$ cat config.mk
export PLATFORM = sky130hd
export DESIGN_NAME = sobel_edge_packer
export DESIGN_NICKNAME = d
export VERILOG_FILES = /design/src/rtl/sobel_pkg.sv /design/src/rtl/p2p_out_reg.sv /design/src/rtl/sobel_edge_packer.sv
export SDC_FILE = /design/constraint.sdc
export NUM_CORES = 1
export LEC_CHECK = 0
export BUFFER_PORTS_ARGS = -buffer_cell sky130_fd_sc_hd__buf_2
export CAP_MARGIN = 15
export CORE_UTILIZATION = 51
export CTS_CLUSTER_SIZE = 28
export DETAILED_ROUTE_END_ITERATION = 10
export GPL_TIMING_DRIVEN = 0
export PLACE_DENSITY = 0.82
export SLEW_MARGIN = 10
export SYNTH_ARGS = -nofsm -noshare
export SYNTH_HDL_FRONTEND = slang
export SYNTH_SLANG_ARGS = --single-unit
$ cat constraint.sdc
create_clock -name i_clk -period 3.7 [get_ports i_clk]
set_input_delay 0.555 -clock i_clk [delete_from_list [all_inputs] [get_ports i_clk]]
set_output_delay 0.555 -clock i_clk [all_outputs]
set_load 0.02 [all_outputs]
$ cat src/rtl/sobel_pkg.sv
// Shared definitions for the Sobel edge-packing stage.
//   WORD_W / MAG_W / CNT_W : packed word width, magnitude width, bit-count width
//   edge_word_t            : one packed output word {data, cnt, last}
//   oreg_state_t           : occupancy state of a single-entry vld/busy register
package sobel_pkg;

  localparam int WORD_W = 32;
  localparam int MAG_W  = 32;
  localparam int CNT_W  = 6;

  typedef struct packed {
    logic [WORD_W-1:0] data;
    logic [CNT_W-1:0]  cnt;
    logic              last;
  } edge_word_t;

  typedef enum logic {
    RUN  = 1'b0,
    HOLD = 1'b1
  } oreg_state_t;

endpackage

$ cat src/rtl/p2p_out_reg.sv
// Single-entry vld/busy holding register with a load-while-drain path.
//   clk, rst_n   : clock, asynchronous active-low reset
//   load         : capture load_data this cycle (caller guarantees the slot is
//                  free or draining)
//   load_data    : payload to capture
//   out_busy     : downstream backpressure
//   out_vld      : payload valid
//   out_data     : payload, held stable while out_vld & out_busy
//   out_accept   : a downstream transfer happens on this edge
module p2p_out_reg
  import sobel_pkg::*;
#(
  parameter int W = 8
) (
  input  logic         clk,
  input  logic         rst_n,
  input  logic         load,
  input  logic [W-1:0] load_data,
  input  logic         out_busy,
  output logic         out_vld,
  output logic [W-1:0] out_data,
  output logic         out_accept
);

  oreg_state_t state_p1, state_nxt;
  logic [W-1:0] data_p1;

  assign out_vld    = (state_p1 == HOLD);
  assign out_accept = out_vld & ~out_busy;
  assign out_data   = data_p1;

  // A load in the same cycle as acceptance keeps the slot occupied, so
  // back-to-back words stream without a bubble.
  always_comb begin
    state_nxt = state_p1;
    case (state_p1)
      RUN:     if (load) state_nxt = HOLD;
      HOLD:    if (out_accept && !load) state_nxt = RUN;
      default: state_nxt = RUN;
    endcase
  end

  // ---- stage p1: output holding register ----
  always_ff @(posedge clk or negedge rst_n) begin
    if (!rst_n) begin
      state_p1 <= RUN;
      data_p1  <= '0;
    end else begin
      state_p1 <= state_nxt;
      if (load) data_p1 <= load_data;
    end
  end

endmodule

$ cat src/rtl/sobel_edge_packer.sv
// Thresholds a stream of Sobel gradient magnitudes into 1-bit edge flags and
// packs them LSB-first into 32-bit words, flushing a partial word at each row
// end and pulsing o_frame_done once the frame's final word has been taken.
//   i_clk, i_rst              : clock, asynchronous active-low reset
//   i_mag_vld/busy/data       : magnitude input handshake (busy is an output)
//   i_thresh                  : edge threshold, latched at each frame's first pixel
//   o_bits_vld/busy           : packed-word output handshake (busy is an input)
//   o_bits_data/cnt/last      : packed bits, number of valid bits, row-end marker
//   o_frame_done              : one-cycle pulse after the last word of a frame
module sobel_edge_packer
  import sobel_pkg::*;
#(
  parameter int IMG_W = 256,
  parameter int IMG_H = 256,
  parameter int CW    = 12
) (
  input  logic              i_clk,
  input  logic              i_rst,
  output logic              i_mag_busy,
  input  logic              i_mag_vld,
  input  logic [MAG_W-1:0]  i_mag_data,
  input  logic [MAG_W-1:0]  i_thresh,
  input  logic              o_bits_busy,
  output logic              o_bits_vld,
  output logic [WORD_W-1:0] o_bits_data,
  output logic [CNT_W-1:0]  o_bits_cnt,
  output logic              o_bits_last,
  output logic              o_frame_done
);

  logic [WORD_W-1:0] acc_p0;
  logic [4:0]        idx_p0;
  logic [CW-1:0]     col_p0, row_p0;
  logic [MAG_W-1:0]  thresh_p0;
  logic              frame_pend_p1, frame_done_p1;

  logic              in_accept, out_accept, frame_start;
  logic              col_end, row_end, word_close;
  logic [MAG_W-1:0]  thr_eff;
  logic              edge_bit;
  logic [WORD_W-1:0] word_bits;
  edge_word_t        word_nxt, word_p1;

  assign i_mag_busy  = o_bits_vld & o_bits_busy;
  assign in_accept   = i_mag_vld & ~i_mag_busy;

  assign frame_start = (col_p0 == '0) && (row_p0 == '0);
  assign col_end     = (col_p0 == CW'(IMG_W - 1));
  assign row_end     = (row_p0 == CW'(IMG_H - 1));
  assign word_close  = in_accept & ((idx_p0 == 5'd31) | col_end);

  // The first pixel of a frame must see the threshold being latched with it.
  assign thr_eff   = frame_start ? i_thresh : thresh_p0;
  assign edge_bit  = (i_mag_data >= thr_eff);
  assign word_bits = acc_p0 | (WORD_W'(edge_bit) << idx_p0);

  always_comb begin
    word_nxt.data = word_bits;
    word_nxt.cnt  = {1'b0, idx_p0} + CNT_W'(1);
    word_nxt.last = col_end;
  end

  // ---- stage p0: accumulator, counters, threshold latch ----
  always_ff @(posedge i_clk or negedge i_rst) begin
    if (!i_rst) begin
      acc_p0    <= '0;
      idx_p0    <= '0;
      col_p0    <= '0;
      row_p0    <= '0;
      thresh_p0 <= '0;
    end else if (in_accept) begin
      if (frame_start) thresh_p0 <= i_thresh;
      if (word_close) begin
        acc_p0 <= '0;
        idx_p0 <= '0;
      end else begin
        acc_p0 <= word_bits;
        idx_p0 <= idx_p0 + 5'd1;
      end
      if (col_end) begin
        col_p0 <= '0;
        row_p0 <= row_end ? '0 : row_p0 + CW'(1);
      end else begin
        col_p0 <= col_p0 + CW'(1);
      end
    end
  end

  // ---- stage p1: packed word output register ----
  p2p_out_reg #(
    .W ($bits(edge_word_t))
  ) u_out_reg (
    .clk        (i_clk),
    .rst_n      (i_rst),
    .load       (word_close),
    .load_data  (word_nxt),
    .out_busy   (o_bits_busy),
    .out_vld    (o_bits_vld),
    .out_data   (word_p1),
    .out_accept (out_accept)
  );

  assign o_bits_data = word_p1.data;
  assign o_bits_cnt  = word_p1.cnt;
  assign o_bits_last = word_p1.last;

  // Pending flag marks that the word now in the output register ends the
  // frame; a new frame-end close wins over clearing so tiny frames still pulse.
  always_ff @(posedge i_clk or negedge i_rst) begin
    if (!i_rst) begin
      frame_pend_p1 <= 1'b0;
      frame_done_p1 <= 1'b0;
    end else begin
      frame_done_p1 <= frame_pend_p1 & out_accept;
      if (word_close && col_end && row_end) frame_pend_p1 <= 1'b1;
      else if (out_accept)                  frame_pend_p1 <= 1'b0;
    end
  end

  assign o_frame_done = frame_done_p1;

endmodule

==> flow_metrics.env, run 1 <==
export IMPL_status="finished, violations left"
export IMPL_violations="setup timing"
export IMPL_postLayoutCellArea_mm2=0.00891
export IMPL_maxSlewViolCount=0
export IMPL_cp_end_kind="register"
export IMPL_dieArea_mm2=0.0137
export IMPL_synth_nets=735
export IMPL_grt_ovfl_total=0
export IMPL_die_width_um=117
export IMPL_synth_largest_area_cell="dfrtp_1"
export IMPL_cts_root_buf="clkbuf_16"
export IMPL_p_per_area_mw_per_mm2=576
export IMPL_chipHeight_um=117
export IMPL_antenna_cells=0
export IMPL_initial_utilization_pct=52.9
export IMPL_worst_r2r_cell_count=16
export IMPL_cts_sinks=135
export IMPL_post_drt_wl_per_cell_um=21.9
export IMPL_syn_area_per_cell_um2=10.7
export IMPL_dp_cells=911
export IMPL_track_usage_pct=28.7
export IMPL_first_iter_violations=769
export IMPL_grt_pass1_vias=5901
export IMPL_antenna_found_initial=0
export IMPL_worstPathRequired_ns=3.97
export IMPL_postPlaceCellArea_mm2=0.00752
export IMPL_setup_ws_ns=-0.195
export IMPL_clk_pin_slew_ns=0.07
export IMPL_rsz0062_at_grt="yes"
export IMPL_cp_data_arrival_time_ns=4.17
export IMPL_cts_buffers=17
export IMPL_hold_viol=0
export IMPL_cts_htree_levels=4
export IMPL_r2r_start="col_p0[0]"
export IMPL_cap_violations=0
export IMPL_filler_cell_count=854
export IMPL_setup_viol=32
export IMPL_first_pass_iters=8
export IMPL_min_path_type="input pin to async pin"
export IMPL_syn_to_final_growth_pct=32.4
export IMPL_holdBufCountCts=0
export IMPL_ys_types=48
export IMPL_place_congestion=0.864
export IMPL_vias_per_cell=6.43
export IMPL_ys_warn_count=0
export IMPL_path_class="register to register"
export IMPL_ys_top_cells_by_area="dfrtp_1 (50%), mux2i_1 (8.8%), ha_1 (7.1%)"
export IMPL_netlist_area_leader_share_pct=50.2
export IMPL_period_share_pct=105
export IMPL_clock_skew_ns=0.0119
export IMPL_drive_gt1_share_pct=31.0
export IMPL_clockBufferDepth=2
export IMPL_routed_via_count=6149
export IMPL_r2r_slack_ns=-0.19
export IMPL_ys_seq_area_share_pct=50.2
export IMPL_final_cell_count_no_fill=956
export IMPL_ant_nets=0
export IMPL_fin_crit_ns=3.89
export IMPL_worstMarginPinSlew_ns=1.08
export IMPL_insertion_delay_ns=0.43
export IMPL_dp_hpwl_mm=12.1
export IMPL_portBuffers=109
export IMPL_grt_max_degree=92
export IMPL_grt_pass1_wl_mm=29.4
export IMPL_ys_ff_latch=135
export IMPL_final_nets=877
export IMPL_final_common_cell="dfrtp_1"
export IMPL_cp_max_fo=8
export IMPL_p_leak_uw=0.00416
export IMPL_maxSlewHeadroom_pct=27.7
export IMPL_routed_wl_mm=20.9
export IMPL_synth_area_mm2=0.00673
export IMPL_rows=41
export IMPL_fmax_mhz=257
export IMPL_drcViolationCount=0
export IMPL_timing_rr_end="acc_p0[31]"
export IMPL_core_area_mm2=0.0127
export IMPL_synthCells=629
export IMPL_vdd_ir_drop_max_v=0.000383
export IMPL_ios=110
export IMPL_critical_path_startpoint_type="register"
export IMPL_final_cell_mix="dfrtp_1 (131), buf_2 (111), nand2_1 (77), mux2i_1 (42), ha_1 (30)"
export IMPL_cts_tree="done"
critical path, stage by stage (launching register included):
cell      delay (ns)
dfrtp_1         0.46
inv_1           0.14
ha_1            0.22
nand4_1         0.17
nor2_4          0.18
buf_12          0.15
buf_12          0.15
mux2i_4         0.27
ha_4            0.16
nand4_1         0.21
nor4_4          0.40
o21ai_1         0.16
o211ai_1        0.13
buf_4           0.20
buf_4           0.13
o21ai_2         0.16
o41ai_1         0.44
cell families after synthesis:
kind of cell             Yosys count  synth area share (%)
buffers and inverters             49                  3.37
flip-flops                       135                  50.2
adder cells (fa/ha/maj)           38                  7.07
AND/OR/NAND/NOR                  179                  12.5
AO/OA/AOI/OAI                    149                  15.4
multiplexers                      61                  9.11
XOR/XNOR                          18                  2.34
how the worst max path moves through the flow:
stage,start,to
2_1_floorplan,col_p0[9],u_out_reg.out_data[25]
3_3_place_gp,col_p0[9],u_out_reg.out_data[33]
3_5_place_dp,col_p0[9],u_out_reg.out_data[29]
4_1_cts,row_p0[7],u_out_reg.out_data[14]
5_1_grt,col_p0[0],acc_p0[31]
6_report,col_p0[0],acc_p0[31]
final cells by class:
type,count,area [µm²],area share (%)
well taps,172,215,2.41
clock buffers,21,480,5.39
repair buffers,125,728,8.17
inverters,8,30.0,0.337
multi-input cells,445,3600,40.4
plain buffers,39,255,2.86
clock inverters,11,215,2.41
flip-flops and latches,135,3380,38.0
what timing repair did:
action,4_1_cts,5_1_grt
setup endpoints to repair,64,57
buffers inserted,8,6
pin swaps,11,18
endpoints found under the hold margin,0,0
gates resized for setup,38,72
cloned,1,0
registers in the layout, summed over array words and instances (netlist names):
signal / cells
u_out_reg.out_data: 39
acc_p0: 32
thresh_p0: 32
col_p0: 12
row_p0: 12
idx_p0: 5
frame_pend_p1: 1
o_frame_done: 1
u_out_reg.out_vld: 1
layer usage:
| layer | part of all wire, % | track usage, % |
|---|---|---|
| met1 | 38 | 36.8 |
| met2 | 47 | 46.1 |
| met3 | 10 | 7.62 |
| met4 | 4.7 | 12.4 |
| met5 | 0 | 0 |
power breakdown:
part,switching [µW],internal (µW)
combinational,732,433
clock,665,1340
sequential,217,1750
total,1610,3520
stage by stage:
step	setup TNS [ns]	hold slack, ns	util (%)	worst slack [ns]	power, µW
final	-1.25	0.0483	70.1	-0.195	5130
after global routing	-4.52	0.0858	70.1	-0.308	5280
after CTS	0	0.0712	66.6	0.00533	4960
after detailed placement	-49.39	0.465	59.1	-1.08	2940
after global placement	-39.26	0.455	58.9	-0.859	2880
after floorplan	0	0.259	-	0.113	2570
cell usage after synthesis (all sizes together):
cell    instances
dfrtp         135
nand2          80
mux2i          59
o21ai          54
ha             38
nor2           31
o31ai          30
a32o           28
clkbuf         28
nand3          15
nand4          15
xnor2          14
buf            13
a21oi          11
and3            8
inv             8
nor4            7
nor3            6
nor2b           5
o22ai           5
a21o            4
nand2b          4
xor2            4
o41ai           3
or3             3
a211oi          2
and2            2
mux2            2
o211ai          2
o21a            2
a21bo           1
a21boi          1
a221oi          1
a22oi           1
a31oi           1
nor3b           1
o2111a          1
o21ba           1
o21bai          1
or2             1
or4             1
(Power assumes the default switching activity.)
==> inputs of run 2 (changes only) <==
--- a/config.mk
+++ b/config.mk
@@ -7,11 +7,12 @@
 export LEC_CHECK = 0
 export BUFFER_PORTS_ARGS = -buffer_cell sky130_fd_sc_hd__buf_2
 export CAP_MARGIN = 15
-export CORE_UTILIZATION = 51
+export CORE_UTILIZATION = 60
 export CTS_CLUSTER_SIZE = 28
 export DETAILED_ROUTE_END_ITERATION = 10
 export GPL_TIMING_DRIVEN = 0
-export PLACE_DENSITY = 0.82
+export PLACE_DENSITY = 0.9
+export RECOVER_POWER = 50
 export SLEW_MARGIN = 10
 export SYNTH_ARGS = -nofsm -noshare
 export SYNTH_HDL_FRONTEND = slang
==> constraint.sdc (replaced) <==
create_clock -name i_clk -period 4.65 [get_ports i_clk]
set_input_delay 0.6975 -clock i_clk [delete_from_list [all_inputs] [get_ports i_clk]]
set_output_delay 0.6975 -clock i_clk [all_outputs]
set_load 0.02 [all_outputs]
==> flow_metrics.env, run 2 (same netlist as run 1, synthesis figures left out) <==
export IMPL_grt_pass1_vias=6093
export IMPL_routed_wl_mm=18.7
export IMPL_postLayoutCellArea_mm2=0.00811
export IMPL_maxSlewViolCount=65
export IMPL_finalSetupTns_ns=0
export IMPL_filler_cell_count=647
export IMPL_rows=38
export IMPL_fmax_mhz=231
export IMPL_core_area_mm2=0.0109
export IMPL_cts_root_buf="clkbuf_8"
export IMPL_final_common_cell="dfrtp_1"
export IMPL_whs_path_depth=3
export IMPL_fin_crit_ns=4.33
export IMPL_p_leak_uw=0.00385
export IMPL_vdd_ir_drop_max_v=0.000262
export IMPL_clockBufferDepth=2
export IMPL_min_path_type="input pin to register"
export IMPL_worst_r2r_cell_count=13
export IMPL_cp_max_fo=10
export IMPL_drive_gt1_share_pct=20.0
export IMPL_insertion_delay_ns=0.54
export IMPL_power_uw=3870
export IMPL_postCtsSetupBuffers=0
export IMPL_grt_ovfl_total=0
export IMPL_cts_tree="done"
export IMPL_ios=110
export IMPL_clk_pin_slew_ns=0.06
export IMPL_vias_per_cell=6.52
export IMPL_postPlaceCellArea_mm2=0.00748
export IMPL_ant_nets=0
export IMPL_portBuffers=109
export IMPL_hold_viol=0
export IMPL_antenna_found_initial=0
export IMPL_cp_end_kind="register"
export IMPL_path_class="register to register"
export IMPL_track_usage_pct=34.6
export IMPL_cts_buffers=17
export IMPL_maxSlewHeadroom_pct=-121
export IMPL_place_congestion=0.893
export IMPL_rsz0062_at_grt="no"
export IMPL_grt_pass1_wl_mm=30.4
export IMPL_worstPathRequired_ns=5.07
export IMPL_cp_data_arrival_time_ns=4.75
export IMPL_largest_reg_flops=39
export IMPL_p_per_area_mw_per_mm2=477
export IMPL_dp_hpwl_mm=12.1
export IMPL_cts_sinks=135
export IMPL_final_cell_mix="dfrtp_1 (135), buf_2 (96), nand2_1 (78), mux2i_1 (59), clkbuf_1 (44)"
export IMPL_drcViolationCount=0
export IMPL_syn_to_final_growth_pct=20.5
export IMPL_routed_via_count=5933
export IMPL_violations="capacitance limit, slew limit"
export IMPL_period_share_pct=93.1
export IMPL_initial_utilization_pct=61.8
export IMPL_critical_path_startpoint_type="register"
export IMPL_die_width_um=108
export IMPL_antenna_cells=0
export IMPL_grt_max_degree=73
export IMPL_cts_htree_levels=4
export IMPL_clock_skew_ns=0.00584
export IMPL_cap_violations=1
export IMPL_worstMarginPinSlew_ns=3.32
export IMPL_status="finished, violations left"
export IMPL_first_iter_violations=496
export IMPL_post_drt_wl_per_cell_um=20.5
export IMPL_first_pass_iters=8
export IMPL_final_nets=864
export IMPL_chipHeight_um=108
export IMPL_dieArea_mm2=0.0116
export IMPL_setup_viol=0
==> run 2: timing repair <==
action | CTS | global route
endpoints found under the setup margin | 30 | 25
endpoints found under the hold margin | 0 | 0
gates cloned | 0 | 0
gates resized for setup | 3 | 8
hold buffers | 0 | 0
==> run 2: cell type report <==
class                           count  area, µm²  share of cell area (%)
Sequential cell                   135       3380                    41.7
Multi-Input combinational cell    445       3160                    38.9
Timing Repair Buffer              110        529                    6.53
Clock buffer                       19        442                    5.45
Clock inverter                     12        200                    2.47
Buffer                             41        199                    2.45
Tap cell                          140        175                    2.16
Inverter                            8       30.0                   0.370
==> run 2: metrics by stage <==
step,util (%),hold slack (ns),std cells,setup slack (ns)
after detailed placement,68.7,0.457,879,-0.153
after floorplan,-,0.402,629,1.06
after global routing,74.5,0.477,910,0.0293
after CTS,74.8,0.168,910,0.0452
after global placement,68.4,0.455,878,0.135
final,74.5,0.454,910,0.320
==> run 2: report_power, final <==
group | switching [µW] | leakage, µW | internal (µW)
combinational | 530 | 0.00175 | 303
sequential | 170 | 0.00180 | 1390
clock | 527 | 0.000306 | 950
total | 1230 | 0.00385 | 2640
==> run 2: final timing paths <==
path | start | end | slack, ns
max in group asynchronous | i_rst | u_out_reg.out_data[29] | 0.87
worst min-delay path | o_bits_busy | o_frame_done | 0.45
worst max-delay path | col_p0[9] | u_out_reg.out_data[32] | 0.32
min in group asynchronous | i_rst | thresh_p0[14] | 1.27
worst max register to register | col_p0[9] | u_out_reg.out_data[32] | 0.32
worst min register to register | u_out_reg.out_data[5] | u_out_reg.out_data[5] | 0.48
==> run 2: critical path: stages, from the launching register on <==
cell,delay [ns]
dfrtp_1,0.44
nor4_2,0.46
nand4_1,0.18
nor2_2,0.29
buf_4,0.29
mux2i_1,0.31
ha_1,0.20
nand4_1,0.17
nor4_2,0.45
o21ai_0,0.21
o211ai_1,0.32
o21ai_1,0.27
clkbuf_2,0.28
o31ai_1,0.33
==> run 2: routing by layer <==
metal / GRT usage [%] / vias up / routed length, µm
met5: 0 / - / 0
met4: 17.2 / 0 / 771
met3: 9.08 / 82 / 1680
met2: 55.2 / 401 / 8860
met1: 43.8 / 2882 / 7340
li1: - / 2568 / -
==> inputs of run 3 (changes only) <==
--- a/config.mk
+++ b/config.mk
@@ -7,11 +7,11 @@
 export LEC_CHECK = 0
 export BUFFER_PORTS_ARGS = -buffer_cell sky130_fd_sc_hd__buf_2
 export CAP_MARGIN = 15
-export CORE_UTILIZATION = 60
+export CORE_UTILIZATION = 51
 export CTS_CLUSTER_SIZE = 28
 export DETAILED_ROUTE_END_ITERATION = 10
 export GPL_TIMING_DRIVEN = 0
-export PLACE_DENSITY = 0.9
+export PLACE_DENSITY = 0.82
 export RECOVER_POWER = 50
 export SLEW_MARGIN = 10
 export SYNTH_ARGS = -nofsm -noshare
==> constraint.sdc (replaced) <==
create_clock -name i_clk -period 3.88 [get_ports i_clk]
set_input_delay 0.582 -clock i_clk [delete_from_list [all_inputs] [get_ports i_clk]]
set_output_delay 0.582 -clock i_clk [all_outputs]
set_load 0.02 [all_outputs]
==> flow_metrics.env, run 3 (same netlist as run 1, synthesis figures left out) <==
export IMPL_status="finished, violations left"
export IMPL_violations="capacitance limit, slew limit"
export IMPL_insertion_delay_ns=0.42
export IMPL_rsz0062_at_grt="yes"
export IMPL_p_leak_uw=0.00401
export IMPL_first_iter_violations=610
export IMPL_min_path_type="input pin to register"
export IMPL_final_cell_mix="dfrtp_1 (134), buf_2 (97), nand2_1 (78), mux2i_1 (52), clkbuf_1 (39)"
export IMPL_clk_pin_slew_ns=0.06
export IMPL_cts_buffers=17
export IMPL_p_per_area_mw_per_mm2=559
export IMPL_timing_rr_end="acc_p0[27]"
export IMPL_ios=110
export IMPL_dp_slack_ns=-0.897
export IMPL_clock_skew_ns=0.00988
export IMPL_first_pass_iters=5
export IMPL_routed_wl_mm=18.5
export IMPL_grt_pass1_wl_mm=28.8
export IMPL_finalSetupTns_ns=0
export IMPL_final_nets=873
export IMPL_worstMarginPinSlew_ns=2.49
export IMPL_fmax_mhz=261
export IMPL_worst_r2r_cell_count=16
export IMPL_cts_sinks=135
export IMPL_min_delay_start="o_bits_busy"
export IMPL_worstPathRequired_ns=4.19
export IMPL_initial_utilization_pct=52.9
export IMPL_fin_hold_ws_ns=0.456
export IMPL_path_class="register to register"
export IMPL_syn_to_final_growth_pct=26.7
export IMPL_die_width_um=117
export IMPL_core_area_mm2=0.0127
export IMPL_holdBufCountCts=0
export IMPL_dieArea_mm2=0.0137
export IMPL_final_cell_count_no_fill=952
export IMPL_largest_reg_flops=39
export IMPL_r2r_start="col_p0[8]"
export IMPL_vias_per_cell=6.09
export IMPL_post_drt_wl_per_cell_um=19.4
export IMPL_drcViolationCount=0
export IMPL_r2r_slack_ns=0.05
export IMPL_ant_nets=0
export IMPL_cap_violations=1
export IMPL_whs_path_depth=3
export IMPL_antenna_found_initial=0
export IMPL_routed_via_count=5801
export IMPL_final_common_cell="dfrtp_1"
export IMPL_portBuffers=109
export IMPL_maxSlewHeadroom_pct=-66.2
export IMPL_cts_tree="done"
export IMPL_setup_ws_ns=0.0524
export IMPL_setup_viol=0
export IMPL_place_congestion=0.864
export IMPL_hold_viol=0
export IMPL_antenna_cells=0
export IMPL_clockBufferDepth=2
export IMPL_maxSlewViolCount=45
export IMPL_cp_data_arrival_time_ns=4.14
export IMPL_track_usage_pct=28.0
export IMPL_dp_hpwl_mm=12.1
export IMPL_cts_htree_levels=4
export IMPL_grt_ovfl_total=0
export IMPL_fin_crit_ns=3.83
export IMPL_grt_pass1_vias=5866
export IMPL_cts_root_buf="clkbuf_16"
export IMPL_chipHeight_um=117
export IMPL_holdPathEnd="o_frame_done"
export IMPL_cp_end_kind="register"
export IMPL_grt_max_degree=92
export IMPL_vdd_ir_drop_max_v=0.000339
export IMPL_rows=41
export IMPL_period_share_pct=98.6
export IMPL_dp_cells=911
export IMPL_drive_gt1_share_pct=23.7
export IMPL_critical_path_startpoint_type="register"
export IMPL_cp_max_fo=10
run 3: worst max path at each step:
stage / depth (start not counted) / from / to
2_1_floorplan: 13 / col_p0[9] / u_out_reg.out_data[25]
3_3_place_gp: 13 / col_p0[9] / u_out_reg.out_data[33]
3_5_place_dp: 13 / col_p0[9] / u_out_reg.out_data[29]
4_1_cts: 14 / row_p0[8] / acc_p0[12]
5_1_grt: 14 / row_p0[7] / u_out_reg.out_data[36]
6_report: 16 / col_p0[8] / acc_p0[27]
run 3: cell type report:
class	count	area, µm²
Clock buffer	21	480
Timing Repair Buffer	122	662
Tap cell	172	215
Clock inverter	11	215
Sequential cell	135	3380
Multi-Input combinational cell	445	3300
Fill cell	929	4200
Inverter	8	30.0
Buffer	38	238
run 3: through the flow:
stage | instance area, µm² | utilization [%] | total power, µW
2_1_floorplan | 6730 | - | 2450
3_3_place_gp | 7490 | 58.9 | 2740
3_5_place_dp | 7520 | 59.1 | 2810
4_1_cts | 8350 | 65.6 | 4730
5_1_grt | 8520 | 67.0 | 4940
6_report | 8520 | 67.0 | 4760
run 3: what timing repair did:
action	in CTS	in global routing
gates resized for setup	21	32
gates cloned	0	1
setup endpoints to repair	64	54
hold endpoints to repair	0	0
setup buffers	4	7
pin swaps	3	10
run 3: layer usage:
layer | part of all wire (%) | wire length, µm | track usage [%]
met5 | 0 | 0 | 0
met4 | 2.9 | 542 | 12.2
met3 | 7.8 | 1440 | 7.21
met2 | 48 | 8980 | 45.6
met1 | 41 | 7550 | 35.5
run 3: critical path, cell delays in order (launching register included):
cell and delay [ns]:
dfrtp_2 0.46, nor4_4 0.31, nand4_1 0.19, nor2_4 0.22, buf_4 0.17, buf_12 0.14, mux2i_4 0.24, ha_1 0.27
nand4_1 0.15, nor2_1 0.07, a221oi_1 0.31, o211ai_1 0.15, buf_4 0.18, buf_4 0.14, o21a_1 0.25, buf_6 0.18
a32o_1 0.25
run 3: where the power goes:
group | leakage (µW) | internal [µW] | switching, µW
combinational | 0.00187 | 378 | 619
sequential | 0.00179 | 1670 | 196
clock | 0.000340 | 1280 | 627
